**src/rtl/dm_arbiter.sv**
```systemverilog
// Two-requester round-robin arbiter in front of a single-port data memory.
// After reset it can zero-fill the whole memory before accepting requests.
module dm_arbiter #(
  parameter int unsigned CLEAR_ON_RESET = 1,
  parameter int unsigned ADDR_W         = 5,
  parameter int unsigned DATA_W         = 32
) (
  input  logic              clk,
  input  logic              reset,
  // Handshake: a requester raises req with we/addr/wdata and holds all of them
  // stable until it sees gnt high; gnt is a one-cycle pulse marking the cycle the
  // access is issued. A req still high in the cycle after gnt is a new request.
  // Reads return rdata with a one-cycle rvalid pulse in the cycle after gnt.
  input  logic              req0,
  input  logic              req1,
  input  logic              we0,
  input  logic              we1,
  input  logic [ADDR_W-1:0] addr0,
  input  logic [ADDR_W-1:0] addr1,
  input  logic [DATA_W-1:0] wdata0,
  input  logic [DATA_W-1:0] wdata1,
  output logic              gnt0,
  output logic              gnt1,
  output logic              rvalid0,
  output logic              rvalid1,
  output logic [DATA_W-1:0] rdata0,
  output logic [DATA_W-1:0] rdata1,
  output logic              busy,
  output logic [ADDR_W-1:0] memAddr,
  output logic [DATA_W-1:0] memWData,
  output logic              memWrite,
  output logic              memRead,
  input  logic [DATA_W-1:0] memReadData,
  output logic [1:0]        dbg_state
);

  typedef enum logic [1:0] {
    S_CLEAR  = 2'd0,
    S_IDLE   = 2'd1,
    S_ACCESS = 2'd2
  } state_e;

  localparam logic [ADDR_W-1:0] LAST_ADDR = '1;

  state_e              state_q;
  logic [ADDR_W-1:0]   clear_cnt_q;
  logic                last_gnt_q;
  logic                gnt0_q;
  logic                gnt1_q;
  logic                rvalid0_q;
  logic                rvalid1_q;
  logic [DATA_W-1:0]   rdata0_q;
  logic [DATA_W-1:0]   rdata1_q;
  logic                busy_q;
  logic [ADDR_W-1:0]   mem_addr_q;
  logic [DATA_W-1:0]   mem_wdata_q;
  logic                mem_write_q;
  logic                mem_read_q;

  logic                any_req_d;
  logic                pick1_d;
  logic                win_we_d;
  logic [ADDR_W-1:0]   win_addr_d;
  logic [DATA_W-1:0]   win_wdata_d;

  // last_gnt_q = 1 means requester 1 was granted last, so requester 0 wins a tie.
  always_comb begin
    any_req_d   = req0 | req1;
    pick1_d     = req1 & (~req0 | ~last_gnt_q);
    win_we_d    = pick1_d ? we1    : we0;
    win_addr_d  = pick1_d ? addr1  : addr0;
    win_wdata_d = pick1_d ? wdata1 : wdata0;
  end

  always_ff @(posedge clk) begin
    if (reset) begin
      state_q     <= (CLEAR_ON_RESET != 0) ? S_CLEAR : S_IDLE;
      clear_cnt_q <= '0;
      last_gnt_q  <= 1'b1;
      gnt0_q      <= 1'b0;
      gnt1_q      <= 1'b0;
      rvalid0_q   <= 1'b0;
      rvalid1_q   <= 1'b0;
      rdata0_q    <= '0;
      rdata1_q    <= '0;
      busy_q      <= 1'b0;
      mem_addr_q  <= '0;
      mem_wdata_q <= '0;
      mem_write_q <= 1'b0;
      mem_read_q  <= 1'b0;
    end else begin
      gnt0_q    <= 1'b0;
      gnt1_q    <= 1'b0;
      rvalid0_q <= 1'b0;
      rvalid1_q <= 1'b0;
      case (state_q)
        S_CLEAR: begin
          // busy_q low here only in the first fill cycle after reset.
          if (!busy_q) begin
            busy_q      <= 1'b1;
            mem_write_q <= 1'b1;
            mem_read_q  <= 1'b0;
            mem_wdata_q <= '0;
            mem_addr_q  <= '0;
            clear_cnt_q <= '0;
          end else if (clear_cnt_q == LAST_ADDR) begin
            state_q     <= S_IDLE;
            busy_q      <= 1'b0;
            mem_write_q <= 1'b0;
            mem_addr_q  <= '0;
            clear_cnt_q <= '0;
          end else begin
            clear_cnt_q <= clear_cnt_q + 1'b1;
            mem_addr_q  <= clear_cnt_q + 1'b1;
          end
        end
        S_IDLE: begin
          if (any_req_d) begin
            state_q     <= S_ACCESS;
            gnt0_q      <= ~pick1_d;
            gnt1_q      <= pick1_d;
            last_gnt_q  <= pick1_d;
            mem_write_q <= win_we_d;
            mem_read_q  <= ~win_we_d;
            mem_addr_q  <= win_addr_d;
            mem_wdata_q <= win_wdata_d;
          end
        end
        S_ACCESS: begin
          state_q     <= S_IDLE;
          mem_write_q <= 1'b0;
          mem_read_q  <= 1'b0;
          mem_addr_q  <= '0;
          mem_wdata_q <= '0;
          // The registered gnt still identifies the winner during ACCESS.
          if (mem_read_q) begin
            if (gnt1_q) begin
              rdata1_q  <= memReadData;
              rvalid1_q <= 1'b1;
            end else begin
              rdata0_q  <= memReadData;
              rvalid0_q <= 1'b1;
            end
          end
        end
        default: state_q <= S_IDLE;
      endcase
    end
  end

  assign gnt0      = gnt0_q;
  assign gnt1      = gnt1_q;
  assign rvalid0   = rvalid0_q;
  assign rvalid1   = rvalid1_q;
  assign rdata0    = rdata0_q;
  assign rdata1    = rdata1_q;
  assign busy      = busy_q;
  assign memAddr   = mem_addr_q;
  assign memWData  = mem_wdata_q;
  assign memWrite  = mem_write_q;
  assign memRead   = mem_read_q;
  assign dbg_state = state_q;

endmodule

```
**config.mk**
```make
export PLATFORM = sky130hd
export DESIGN_NAME = dm_arbiter
export DESIGN_NICKNAME = d
export VERILOG_FILES = /design/src/rtl/dm_arbiter.sv
export SDC_FILE = /design/constraint.sdc
export NUM_CORES = 1
export LEC_CHECK = 0
export BUFFER_PORTS_ARGS = -buffer_cell sky130_fd_sc_hd__buf_2
export CORE_UTILIZATION = 43
export CTS_CLUSTER_DIAMETER = 50
export DETAILED_ROUTE_END_ITERATION = 6
export MAX_ROUTING_LAYER = met4
export PLACE_DENSITY = 0.85
export SLEW_MARGIN = 0
export SYNTH_ARGS = -nofsm -noshare
export SYNTH_HDL_FRONTEND = slang
export SYNTH_SLANG_ARGS = --single-unit
export TNS_END_PERCENT = 10
```
**constraint.sdc**
```tcl
create_clock -name clk -period 1.74 [get_ports clk]
set_input_delay 0.087 -clock clk [delete_from_list [all_inputs] [get_ports clk]]
set_output_delay 0.087 -clock clk [all_outputs]
set_load 0.02 [all_outputs]
```
==> key figures <==
Detailed routing
  – 1st-pass router iterations: 4
  – DR iter-0 viols: 398
  – Average wire per standard cell: 14.8 um
  – Remaining antenna violation count: 0
  – Total wirelength of the detailed-routed design: 14100 um
  – Count of vias placed by the detailed router: 4808
  – DRC viols: 0
  – Via density per instance: 5.04

Logic synthesis
  – Area of the mapped netlist: 4980 um2
  – Avg Cell Area, Syn: 9.10 um2
  – Number of warnings issued by yosys: 0
  – Most frequent cell after synthesis: nand2_1
  – Post-synth top area share: 46.6%
  – Combinational family with the most area after synthesis: simple AND/OR/NAND/NOR gates
  – Number of different library cells in the post-synthesis netlist: 47
  – Cell types with the largest area share after synthesis: dfxtp_1 (47%), nand2_1 (10%), a22oi_2 (7.5%)
  – Xor/xnor cell area share of the yosys netlist: 0.352%
  – Most common flop cell mapped by yosys: dfxtp_1
  – Most frequent cells after synthesis: nand2_1 (134), dfxtp_1 (116), a21oi_1 (74)
  – Post-Synth Adder-Cell Area: 1.76%
  – Number of cells produced by synthesis: 547
  – Fraction of registers with async set or reset after synthesis: 0%
  – Total nets after synthesis: 666
  – Synthesized-area fraction occupied by and/or/nand/nor cells: 19.3%
  – Seq/Total Area, Yosys: 46.6%
  – Multiplexer share of the synthesized area: 8.57%
  – Fraction of the mapped netlist area in compound gates: 18.5%
  – Post-synthesis cell type with the largest combined area: dfxtp_1
  – Number of enable flip-flop cells after synthesis: 0
  – Seq cells post-synth: 116

GRT
  – Total global-route track usage: 24.4%
  – Number of global-route vias before repair: 4664
  – Largest net degree at the start of global routing: 57
  – Wire length of the first global-routing pass: 22000 um
  – Number of antenna violations at the first check in global routing: 0
  – GRT overflow: 0

STA
  – Final clock skew: 8.14 ps
  – Setup Viol. Count Final: 0
  – Fmax: 0.594 GHz
  – Post-Route Setup TNS: 0 ps
  – Pin slew with the least headroom to its limit: 289 ps
  – Max transition margin: 80.5%
  – Period utilization: 96.7%
  – Time the final worst path needs with I/O delays and setup: 1680 ps
  – Final number of max-transition violations: 0
  – Count of final hold-check violations: 0
  – Hold slack: 37.5 ps
  – Setup repair after global routing missed its margin: true
  – Final setup slack of the worst path: 57.8 ps

Status
  – Run status: finished clean

Cells and area
  – Antenna Cells: 0
  – Share of cells above drive strength 1: 47.4%
  – Final cell area excluding filler cells: 7350 um2
  – Number of nets in the layout: 920
  – Fillcell total: 853
  – Relative area change from synthesis to final layout: 47.7%

Place
  – Cell area after placement: 6340 um2
  – Worst setup slack after placement: 15.0 ps
  – Total of buffers placed on input and output ports: 221
  – Detailed-placement wirelength estimate: 9090 um
  – Routability-driven placement congestion ratio: 0.826

Worst setup path
  – Cell with the largest stage delay on the worst path: or3b_4
  – Startpoint Class: flip-flop
  – Highest cell delay on the worst timing path: 420 ps
  – Data arrival, critical path: 1970 ps
  – Series of cell instances along the critical path: inv_2, ha_2, or3b_4, o211a_2, buf_12, a22oi_2, nor2_2
  – Type of element capturing the critical path: flip-flop
  – Reg2Reg Setup Slack: 60 ps
  – Required time at the worst-slack endpoint: 2030 ps
  – Kind of critical path: reg2reg
  – Maximum net fanout on the critical path: 32

Worst hold path
  – HP Class: in2reg

Die
  – Effective utilization at floorplan: 44.9%
  – Vertical extent of the die: 110 um
  – Num ports: 222
  – Core ar.: 11100 um2
  – Number of rows in the core area: 38
  – Die X-Extent: 110 um
  – Die outline area: 12000 um2

CTS
  – TritonCTS clock tree: built
  – Clock edge transition at the registers on the reported setup and hold paths: 60 ps
  – Bufs on Longest Clock Path: 2
  – CTS H-Tree Depth: 4
  – Clk root buf: clkbuf_16
  – Clock sink total: 116
  – Number of buffers added by the clock tree synthesis step: 17
  – Insertion delay of the later-clocked pin in the worst-skew pair: 410 ps
  – Post-CTS setup buffers: 0

Power
  – Pwr Total: 9.48 mW
  – Worst vdd ir: 1.07 mV
  – Sequential cell fraction of total power: 32.1%
  – Sw power: 3.02 mW
  – Relative contribution of combinational cells to total power: 28.5%
  – Leakage power summed over all cells: 3.20 nW
  – Net switching fraction of the power: 31.9%
  – Power share of the clock group: 39.4%
  – Total power density per cell area: 1290 nW/um2
  – Cell-internal power: 6.46 mW

Job
  – Max-Cap Viols: 0
[critical path, delay by kind of cell, from the launching register on]
family	cells	cell delay [ps]
flops	1	320
fa+ha+maj	1	180
buf+inv	2	270
compound gates	2	320
simple gates	2	460
[kinds of logic (layout without fill, tap and decap cells)]
| kind of cell | after synthesis | in the layout |
|---|---|---|
| multiplexers | 38 | 38 |
| buffers and inverters | 45 | 312 |
| AND/OR/NAND/NOR | 214 | 214 |
| flip-flops | 116 | 116 |
| adder cells (fa/ha/maj) | 7 | 7 |
| AO/OA/AOI/OAI | 125 | 125 |
| XOR/XNOR | 2 | 2 |
[registers in the layout, summed over array words and instances (netlist names), 2 cells and up]
name         cells
dbg_state        2
rdata0          32
rdata1          32
memWData        32
clear_cnt_q      5
memAddr          5
[cell usage in the layout, fill, tap and decap left out, types with 10 or more instances in the layout]
master	count
a21oi_1	74
a22oi_2	32
buf_12	10
buf_2	220
buf_4	12
clkbuf_16	17
dfxtp_1	114
dlygate4sd3_1	34
mux2_2	32
nand2_1	134
nor2_1	20
nor2_2	31
[power groups by stage]
stage          Sequential [mW]  Combinational, mW  Clock, mW
2_1_floorplan             3.34               1.64          0
3_3_place_gp              3.09               2.53          0
3_5_place_dp              3.10               2.55          0
4_1_cts                   3.04               2.67       3.80
5_1_grt                   3.08               2.93       3.91
6_report                  3.04               2.70       3.73
[metal layers]
metal | track usage, % | vias to the layer above | part of all wire, %
li1 | - | 2371 | -
met2 | 42.7 | 162 | 52
met4 | 12.2 | 0 | 3.8
met1 | 25.6 | 2230 | 40
met5 | - | - | 0
met3 | 6.05 | 45 | 4.1
[worst paths after layout]
kind	depth (start not counted)	start	to
setup / recovery	7	dbg_state[1]	memWData[7]
hold / removal	4	wdata0[2]	memWData[2]
setup reg to reg	7	dbg_state[1]	memWData[7]
hold reg to reg	2	rdata0[19]	rdata0[19]
[stage by stage]
step / cells / util (%)
after detailed placement: 888 / 57.3
after global routing: 954 / 66.4
final: 954 / 66.4
after floorplan: 547 / -
after global placement: 888 / 57.3
after CTS: 954 / 66.2
[final cells by class]
| cell class | instances | area [um2] | area share [%] |
|---|---|---|---|
| Inverter | 4 | 15.0 | 0.204 |
| Timing Repair Buffer | 276 | 1730 | 23.5 |
| Tap cell | 140 | 175 | 2.38 |
| Clock buffer | 18 | 439 | 5.97 |
| Multi-Input combinational cell | 386 | 2460 | 33.5 |
| Sequential cell | 116 | 2330 | 31.6 |
| Clock inverter | 14 | 200 | 2.72 |
[what timing repair did]
| item | 4_1_cts | 5_1_grt |
|---|---|---|
| endpoints found under the hold margin | 65 | 0 |
| pin swaps | 0 | 1 |
| setup endpoints to repair | 2 | 17 |
| gates resized for setup | 1 | 8 |
| hold buffers | 34 | 0 |
No activity file was read; power rests on OpenSTA's default activity.
